File: src/rtl/gf180mcu_osu_sc_gp9t3v3__xor2_prbs_chk_pkg.sv
// Shared definitions for the PRBS-7 cell stimulus/response checkers.
// Holds the checker state encoding, the PRBS-7 constants and small
// combinational helpers used by the LFSR and the xor2 checker.
package gf180mcu_osu_sc_gp9t3v3__xor2_prbs_chk_pkg;

    typedef enum logic [1:0] {
        ST_IDLE  = 2'd0,
        ST_PRIME = 2'd1,
        ST_RUN   = 2'd2,
        ST_DONE  = 2'd3
    } chk_state_e;

    localparam logic [6:0] PRBS7_LEN    = 7'd127;
    localparam int         PRBS7_TAP_HI = 32'sd6;
    localparam int         PRBS7_TAP_LO = 32'sd5;

    // Bit positions feeding the cell inputs: A = lfsr[6], B = lfsr[0].
    localparam logic [6:0] PRBS7_AB_MASK = 7'b100_0001;

    // One step of x^7 + x^6 + 1 (shift left, feedback into bit 0).
    function automatic logic [6:0] prbs7_next(input logic [6:0] s);
        return {s[5:0], s[PRBS7_TAP_HI] ^ s[PRBS7_TAP_LO]};
    endfunction

    // Golden xor2 response for the stimulus taken from LFSR state s.
    function automatic logic prbs7_ab_xor(input logic [6:0] s);
        return ^(s & PRBS7_AB_MASK);
    endfunction

endpackage

File: src/rtl/gf180mcu_osu_sc_gp9t3v3__prbs7_lfsr.sv
// PRBS-7 (x^7 + x^6 + 1) Fibonacci LFSR with load and advance enables.
// Ports:
//   clk_i   : clock, rising edge
//   rst_i   : synchronous active-high reset, loads SEED
//   load_i  : load SEED (has priority over adv_i)
//   adv_i   : advance one step
//   state_o : current 7-bit LFSR state
module gf180mcu_osu_sc_gp9t3v3__prbs7_lfsr
    import gf180mcu_osu_sc_gp9t3v3__xor2_prbs_chk_pkg::*;
#(
    parameter logic [6:0] SEED = 7'h7F
) (
    input  logic       clk_i,
    input  logic       rst_i,
    input  logic       load_i,
    input  logic       adv_i,
    output logic [6:0] state_o
);

    logic [6:0] lfsr_q;
    logic [6:0] lfsr_d;

    // Next-state selection: load, advance or hold.
    always_comb begin
        lfsr_d = lfsr_q;
        if (load_i) begin
            lfsr_d = SEED;
        end else if (adv_i) begin
            lfsr_d = prbs7_next(lfsr_q);
        end else begin
            lfsr_d = lfsr_q;
        end
    end

    // LFSR state register.
    always_ff @(posedge clk_i) begin
        if (rst_i) begin
            lfsr_q <= SEED;
        end else begin
            lfsr_q <= lfsr_d;
        end
    end

    assign state_o = lfsr_q;

endmodule

File: config.mk
export PLATFORM = sky130hd
export DESIGN_NAME = gf180mcu_osu_sc_gp9t3v3__prbs7_lfsr
export DESIGN_NICKNAME = d
export VERILOG_FILES = /design/src/rtl/gf180mcu_osu_sc_gp9t3v3__xor2_prbs_chk_pkg.sv /design/src/rtl/gf180mcu_osu_sc_gp9t3v3__prbs7_lfsr.sv
export SDC_FILE = /design/constraint.sdc
export NUM_CORES = 1
export LEC_CHECK = 0
export ABC_AREA = 1
export BUFFER_PORTS_ARGS = -buffer_cell sky130_fd_sc_hd__buf_4
export CORE_AREA = 2 2 39 41
export CTS_BUF_LIST = sky130_fd_sc_hd__clkbuf_8
export DETAILED_ROUTE_END_ITERATION = 10
export DIE_AREA = 0 0 41 43
export PLACE_DENSITY_LB_ADDON = 0.1
export SYNTH_ARGS = -nofsm -noshare
export SYNTH_HDL_FRONTEND = slang
export SYNTH_SLANG_ARGS = --single-unit
File: constraint.sdc
create_clock -name clk_i -period 0.8 [get_ports clk_i]
set_input_delay 0.16 -clock clk_i [delete_from_list [all_inputs] [get_ports clk_i]]
set_output_delay 0.16 -clock clk_i [all_outputs]
set_load 0.005 [all_outputs]
==> flow_metrics.tcl, run 1 <==
set metrics [dict create \
    core_um2 1380 \
    synth_cell_types 10 \
    multi_input_area_um2 115 \
    power.density_nw_per_um2 1930 \
    clk_pin_slew_ns 0.04 \
    seq_area_frac_synth 0.496 \
    fp.dieH_um 43 \
    stdcell_count 71 \
    slew_violations 0 \
    num_antenna_cells 0 \
    synth_largest_area_cell "dfxtp_1" \
    dr_total_vias 283 \
    final_nets 60 \
    min-delay-start "rst_i" \
    r2r_slack_ns 0.03 \
    fill_cells 148 \
    min_path_type "in2reg" \
    synth_top_cell_area_share 0.496 \
    crit_buf_inv 1 \
    port_buffers 10 \
    post-dp-hpwl_um 430 \
    cts_made_buffers 3 \
    htree_levels 1 \
    worst_r2r_startpoint "state_o[6]" \
    cp-start-kind "register" \
    gp_congestion 0.634 \
    drc_errors 0 \
    clockBufferDepth 2 \
    cts_sinks 7 \
    crit_chain "buf_6" \
    setup_violations 7 \
    start_util 0.204 \
    synth_fa_ha_area_frac 0 \
    arrival_ns 0.66 \
    track_usage 0.103 \
    max_stage_delay_ns 0.34 \
    largest_reg_flops 7 \
    yosysWarnings 0 \
    gr-total-overflow 0 \
    yosys-mux-area-fraction 0 \
    grt_max_degree 11 \
    grt_first_pass_wirelength_mm 1.13 \
    synth_area_um2 283 \
    avgSynthCellArea_um2 8.08 \
    leakage_uw 0.000254 \
    violations "setup timing" \
    antenna_found_initial 0 \
    clock.fmax_ghz 1.22 \
    finalPower_uw 969 \
    wl_per_cell_um 9.51 \
    pin_count 11 \
    critPathSlowestCell "dfxtp_2" \
    crit_family "flip-flops" \
    r2r-end "state_o[0]" \
    fp-row-count 14 \
    hold_ws_ns 0.174 \
    die_width_um 41 \
    synth_compound_area_frac 0.0531 \
    critPathMaxFanout 3 \
    hold_path_end "state_o[3]" \
    maxSlewHeadroom 0.877 \
    drt-pass1-iter-count 3 \
    peakVddDrop_v 0.000920 \
    crit_type "reg2out" \
    synthCells 35 \
    regArea_um2 149 \
    rsz0062_at_grt "true" \
    yosys-top-cells-area "dfxtp_1 50%, nand2_1 20%, nand3_1 7.1%, o211ai_1 5.3%, buf_6 4.0%" \
    tightestPinTransition_ns 0.183 \
    via_per_inst 3.99 \
    worst-r2r-cell-count 6 \
    syn_nets 39 \
    min_period_ns 0.820 \
    cts_tree "done" \
    drive_above_1_share 0.545 \
    pre_cts_slack_ns 0.0447 \
    antenna_left 0 \
    end_kind "output port" \
    ys_ff_latch 7 \
    grt_pass1_vias 263 \
    hold_viol_final 0 \
    cts_root_buf "clkbuf_8" \
    synth_xor_area_frac 0 \
    hold_depth 3 \
    die_area_um2 1760 \
    postCtsHoldBufs 0 \
    status "finished, violations left" \
    placed_cells 60 \
    clkLatencyLatePin_ns 0.22 \
    setup_ws_ns -0.0198 \
    route.final.wire_length_um 675 \
    tns_ns -0.0515 \
    skew_ns 0.00427 \
    critical_path_required_ns 0.64 \
    fin_crit_sh 1.02 \
    yosys.area_share.simple 0.354 \
    maxCapViolCount 0 \
    areaGrowthSynthToFinish_pct 77.9 \
    drt_iter0_drc 5 \
    synth_top_family_by_area "simple AND/OR/NAND/NOR gates" \
]
-- what timing repair did --
action	CTS	global route
pin swaps	0	1
buffers inserted	7	0
gates resized for setup	14	1
setup endpoints to repair	7	8
-- worst reg2reg max path, cell delays in order (launching register included) --
cell	delay, ns
dfxtp_2	0.34
buf_6	0.09
inv_1	0.04
nand2_1	0.05
nand2_1	0.05
nand2_1	0.05
nand2_1	0.05
-- per-stage QoR --
stage / instance area (um2) / utilization
2_1_floorplan: 283 / -
3_3_place_gp: 367 / 0.265
3_5_place_dp: 367 / 0.265
4_1_cts: 499 / 0.361
5_1_grt: 503 / 0.363
6_report: 503 / 0.363
-- power breakdown --
group | internal, uW | total [uW] | switching [uW]
Sequential | 366 | 376 | 9.73
Clock | 331 | 479 | 148
Combinational | 64.6 | 114 | 49.3
Total | 762 | 969 | 207
-- how the worst max path moves through the flow --
| stage | endpoint | from | slack, ns | cells after the start |
|---|---|---|---|---|
| finish | state_o[5] | state_o[5] | -0.02 | 1 |
| global route | state_o[5] | state_o[5] | -0.05 | 1 |
| CTS | state_o[5] | state_o[5] | -0.03 | 1 |
| detailed placement | state_o[0] | load_i | 0.04 | 4 |
| global placement | state_o[0] | load_i | 0.04 | 4 |
| floorplan | state_o[0] | state_o[5] | 0.11 | 5 |
-- cell families after synthesis --
group,after synthesis
AO/OA/AOI/OAI,2
AND/OR/NAND/NOR,22
flip-flops,7
buffers and inverters,4
-- synthesized netlist by cell type (all sizes together) --
library cell  instances
and2                  1
nand2                16
inv                   3
nand3                 4
o211ai                2
nor2                  1
dfxtp                 7
buf                   1
-- cells in the final DEF (no fill, tap or decap) --
cell / netlist / routed
nor2_4: 1 / 1
inv_6: 1 / 1
and2_1: 1 / 1
buf_4: 0 / 9
o211ai_1: 2 / 2
nand2_2: 1 / 1
nand2_1: 15 / 15
nand3_1: 4 / 4
buf_6: 1 / 8
inv_1: 2 / 3
clkbuf_8: 0 / 3
dfxtp_2: 0 / 7
-- area by class of cell --
| type | count | share of cell area |
|---|---|---|
| Clock inverter | 1 | 0.00746 |
| Timing Repair Buffer | 17 | 0.313 |
| Multi-Input combinational cell | 24 | 0.229 |
| Sequential cell | 7 | 0.296 |
| Tap cell | 16 | 0.0398 |
| Inverter | 3 | 0.0323 |
| Clock buffer | 3 | 0.0821 |
-- routing by layer --
layer	up-vias	wire, um	track usage
met5	-	0	0
met1	126	290	0.126
met2	6	342	0.128
li1	151	-	-
met3	0	43	0.0524
met4	0	0	0.0800
Power figures use the tool's default switching activity.
==> run 2: changes to the inputs <==
--- a/config.mk
+++ b/config.mk
@@ -5,12 +5,12 @@
 export SDC_FILE = /design/constraint.sdc
 export NUM_CORES = 1
 export LEC_CHECK = 0
-export ABC_AREA = 1
-export BUFFER_PORTS_ARGS = -buffer_cell sky130_fd_sc_hd__buf_4
+export ABC_AREA = 0
 export CORE_AREA = 2 2 39 41
 export CTS_BUF_LIST = sky130_fd_sc_hd__clkbuf_8
 export DETAILED_ROUTE_END_ITERATION = 10
 export DIE_AREA = 0 0 41 43
+export DONT_BUFFER_PORTS = 1
 export PLACE_DENSITY_LB_ADDON = 0.1
 export SYNTH_ARGS = -nofsm -noshare
 export SYNTH_HDL_FRONTEND = slang
==> run 2 against run 1 <==
  * The run still ends with setup timing left
  * Flip-flop and latch count unchanged
  * Clock-buffer cell count unchanged
  * Maximum frequency rose by 1.5%
  * Hold slack worse by 0.12 ns
  * Global-route usage down 2.3 points
  * Clock skew fell by 0.0033 ns
  * Routed wire length decreased by 21%
  * Power decreased by 13%
  * Critical path depth stayed put
  * Final cell count decreased by 37%
  * Synthesized cell count decreased by 31%
  * Utilization fell by 10 points
  * Critical path type unchanged
==> flow_metrics.tcl, run 2 <==
set metrics [dict create \
    track_usage 0.0797 \
    drt_iter0_drc 2 \
    crit_chain "buf_6" \
    swShare 0.178 \
    clockPowerShare 0.555 \
    fin_crit_sh 1.01 \
    final_nets 34 \
    skew_ns 0.00101 \
    yosys-top-cells-area "dfxtp_1 51%, mux2i_1 22%, nand2_1 8.1%, nor4_4 7.7%, buf_6 4.1%" \
    crit_buf_inv 1 \
    synth_top_cell_area_share 0.507 \
    start_util 0.200 \
    post-route-util 0.260 \
    maxSlewHeadroom 0.809 \
    yosysMostFrequentCell "dfxtp_1" \
    clk_pin_slew_ns 0.04 \
    avgSynthCellArea_um2 11.5 \
    pin_count 11 \
    synth-async-reset-ratio 0 \
    pre_cts_slack_ns 0.00739 \
    power.density_nw_per_um2 2350 \
    critPathMaxFanout 2 \
    num_antenna_cells 0 \
    antenna_found_initial 0 \
    die_width_um 41 \
    via_per_inst 4.07 \
    grt_busiest_layer "met3" \
    internal_power_uw 696 \
    violations "setup timing" \
    die_area_um2 1760 \
    fp-row-count 14 \
    dr_total_vias 183 \
    worst-r2r-cell-count 3 \
    min_period_ns 0.808 \
    crit_type "reg2out" \
    antenna_left 0 \
    p_comb_frac 0.020 \
    setup_ws_ns -0.00804 \
    synth_edf_count 0 \
    syn_nets 28 \
    cp-start-kind "register" \
    synthCells 24 \
    status "finished, violations left" \
    cts_tree "done" \
    hold_viol_final 0 \
    max_stage_delay_ns 0.32 \
    critical_path_required_ns 0.64 \
    synth_largest_area_cell "dfxtp_1" \
    final_cell_mix "6 x mux2i_1, 6 x nand2_1, 4 x dfxtp_1" \
    gr-total-overflow 0 \
    fp.dieH_um 43 \
    ys_top_cells_by_count "7 x dfxtp_1, 6 x mux2i_1, 6 x nand2_1" \
    core_um2 1380 \
    cts_sinks 7 \
    grt_max_degree 9 \
    end_kind "output port" \
    clock.fmax_ghz 1.24 \
    clockBufferDepth 2 \
    globalRouteMet1Util 0.0915 \
    seq_area_frac_synth 0.507 \
    areaGrowthSynthToFinish_pct 30.3 \
    crit_family "flip-flops" \
    p_seq_frac 0.424 \
    wl_per_cell_um 11.8 \
    arrival_ns 0.65 \
    cts_root_buf "clkbuf_8" \
    drive_above_1_share 0.379 \
    grt_first_pass_wirelength_um 821 \
    rsz0062_at_grt "true" \
    drt-pass1-iter-count 2 \
    synth_area_um2 277 \
    htree_levels 1 \
    synth_ff_type "dfxtp_1" \
    fill_cells 144 \
    maxCapViolCount 0 \
    yosysWarnings 0 \
    peakVddDrop_v 0.000854 \
    min_path_type "in2reg" \
    clkLatencyLatePin_ns 0.22 \
    gp_congestion 0.610 \
    gr-usage-met3 0.0995 \
    ys_ff_latch 7 \
    grt_pass1_vias 179 \
    route.final.wire_length_um 532 \
    synth_cell_types 8 \
    drc_errors 0 \
    hold_depth 1 \
    met2_usage 0.0813 \
    setup_violations 1 \
    p_switching_uw 151 \
    slew_violations 0 \
    tightestPinTransition_ns 0.286 \
    cts_made_buffers 3 \
    cp_num_cells 1 \
    largest_reg_flops 7 \
    leakage_uw 0.000144 \
    port_buffers 0 \
    critPathSlowestCell "dfxtp_2" \
]
run 2: cell types whose count changed after synthesis, moves of 2 or more:
cell and delta:
nand2_1 -9, mux2i_1 +6, nand3_1 -4, inv_1 -2, o211ai_1 -2
run 2: cell families (layout without fill, tap and decap cells):
logic type      after synthesis  after routing  synth area share
mux                           6              6             0.217
simple gates                  8              8             0.181
xor+xnor                      1              1            0.0317
buf+inv                       1              6            0.0407
compound gates                1              1            0.0226
flops                         7              7             0.507
run 2: metal layers:
metal / part of all wire / wire [um]
met4: 0 / 0
met1: 0.42 / 222
met2: 0.40 / 212
met3: 0.18 / 97
met5: 0 / 0
run 2: area by class of cell:
type,count,area (um2),area share
clock buffers,3,41.3,0.115
clock inverters,1,3.75,0.0104
flip-flops and latches,7,144,0.399
well taps,16,20.0,0.0556
repair buffers,2,18.8,0.0521
multi-input cells,16,133,0.368
run 2: worst paths after layout:
check             start          to  slack, ns
max          state_o[5]  state_o[5]     -0.008
min               adv_i  state_o[0]       0.05
max reg2reg  state_o[5]  state_o[0]       0.02
min reg2reg  state_o[6]  state_o[6]       0.52
run 2: metrics by stage:
stage          hold WS, ns  instances   TNS, ns  cell area [um2]  total power [uW]
6_report            0.0524         45  -0.00804              360               847
3_3_place_gp         0.272         40         0              293               382
5_1_grt             0.0420         45   -0.0529              360               896
2_1_floorplan        0.275         24         0              277               392
4_1_cts             0.0480         45   -0.0158              359               872
3_5_place_dp         0.284         40         0              293               382
run 2: what timing repair did:
| action | in CTS | in global routing |
|---|---|---|
| setup endpoints to repair | 2 | 5 |
| setup buffers | 1 | 0 |
| pin swaps | 1 | 0 |
| hold buffers | 0 | 0 |
| resized for setup | 4 | 1 |
run 2: power by group through the flow:
stage               logic (uW)  clock network [uW]  registers (uW)
global route              18.6                 518             360
finish                    17.2                 470             360
CTS                       17.6                 494             360
global placement          17.4                   0             364
floorplan                 27.9                   0             364
detailed placement        17.5                   0             365
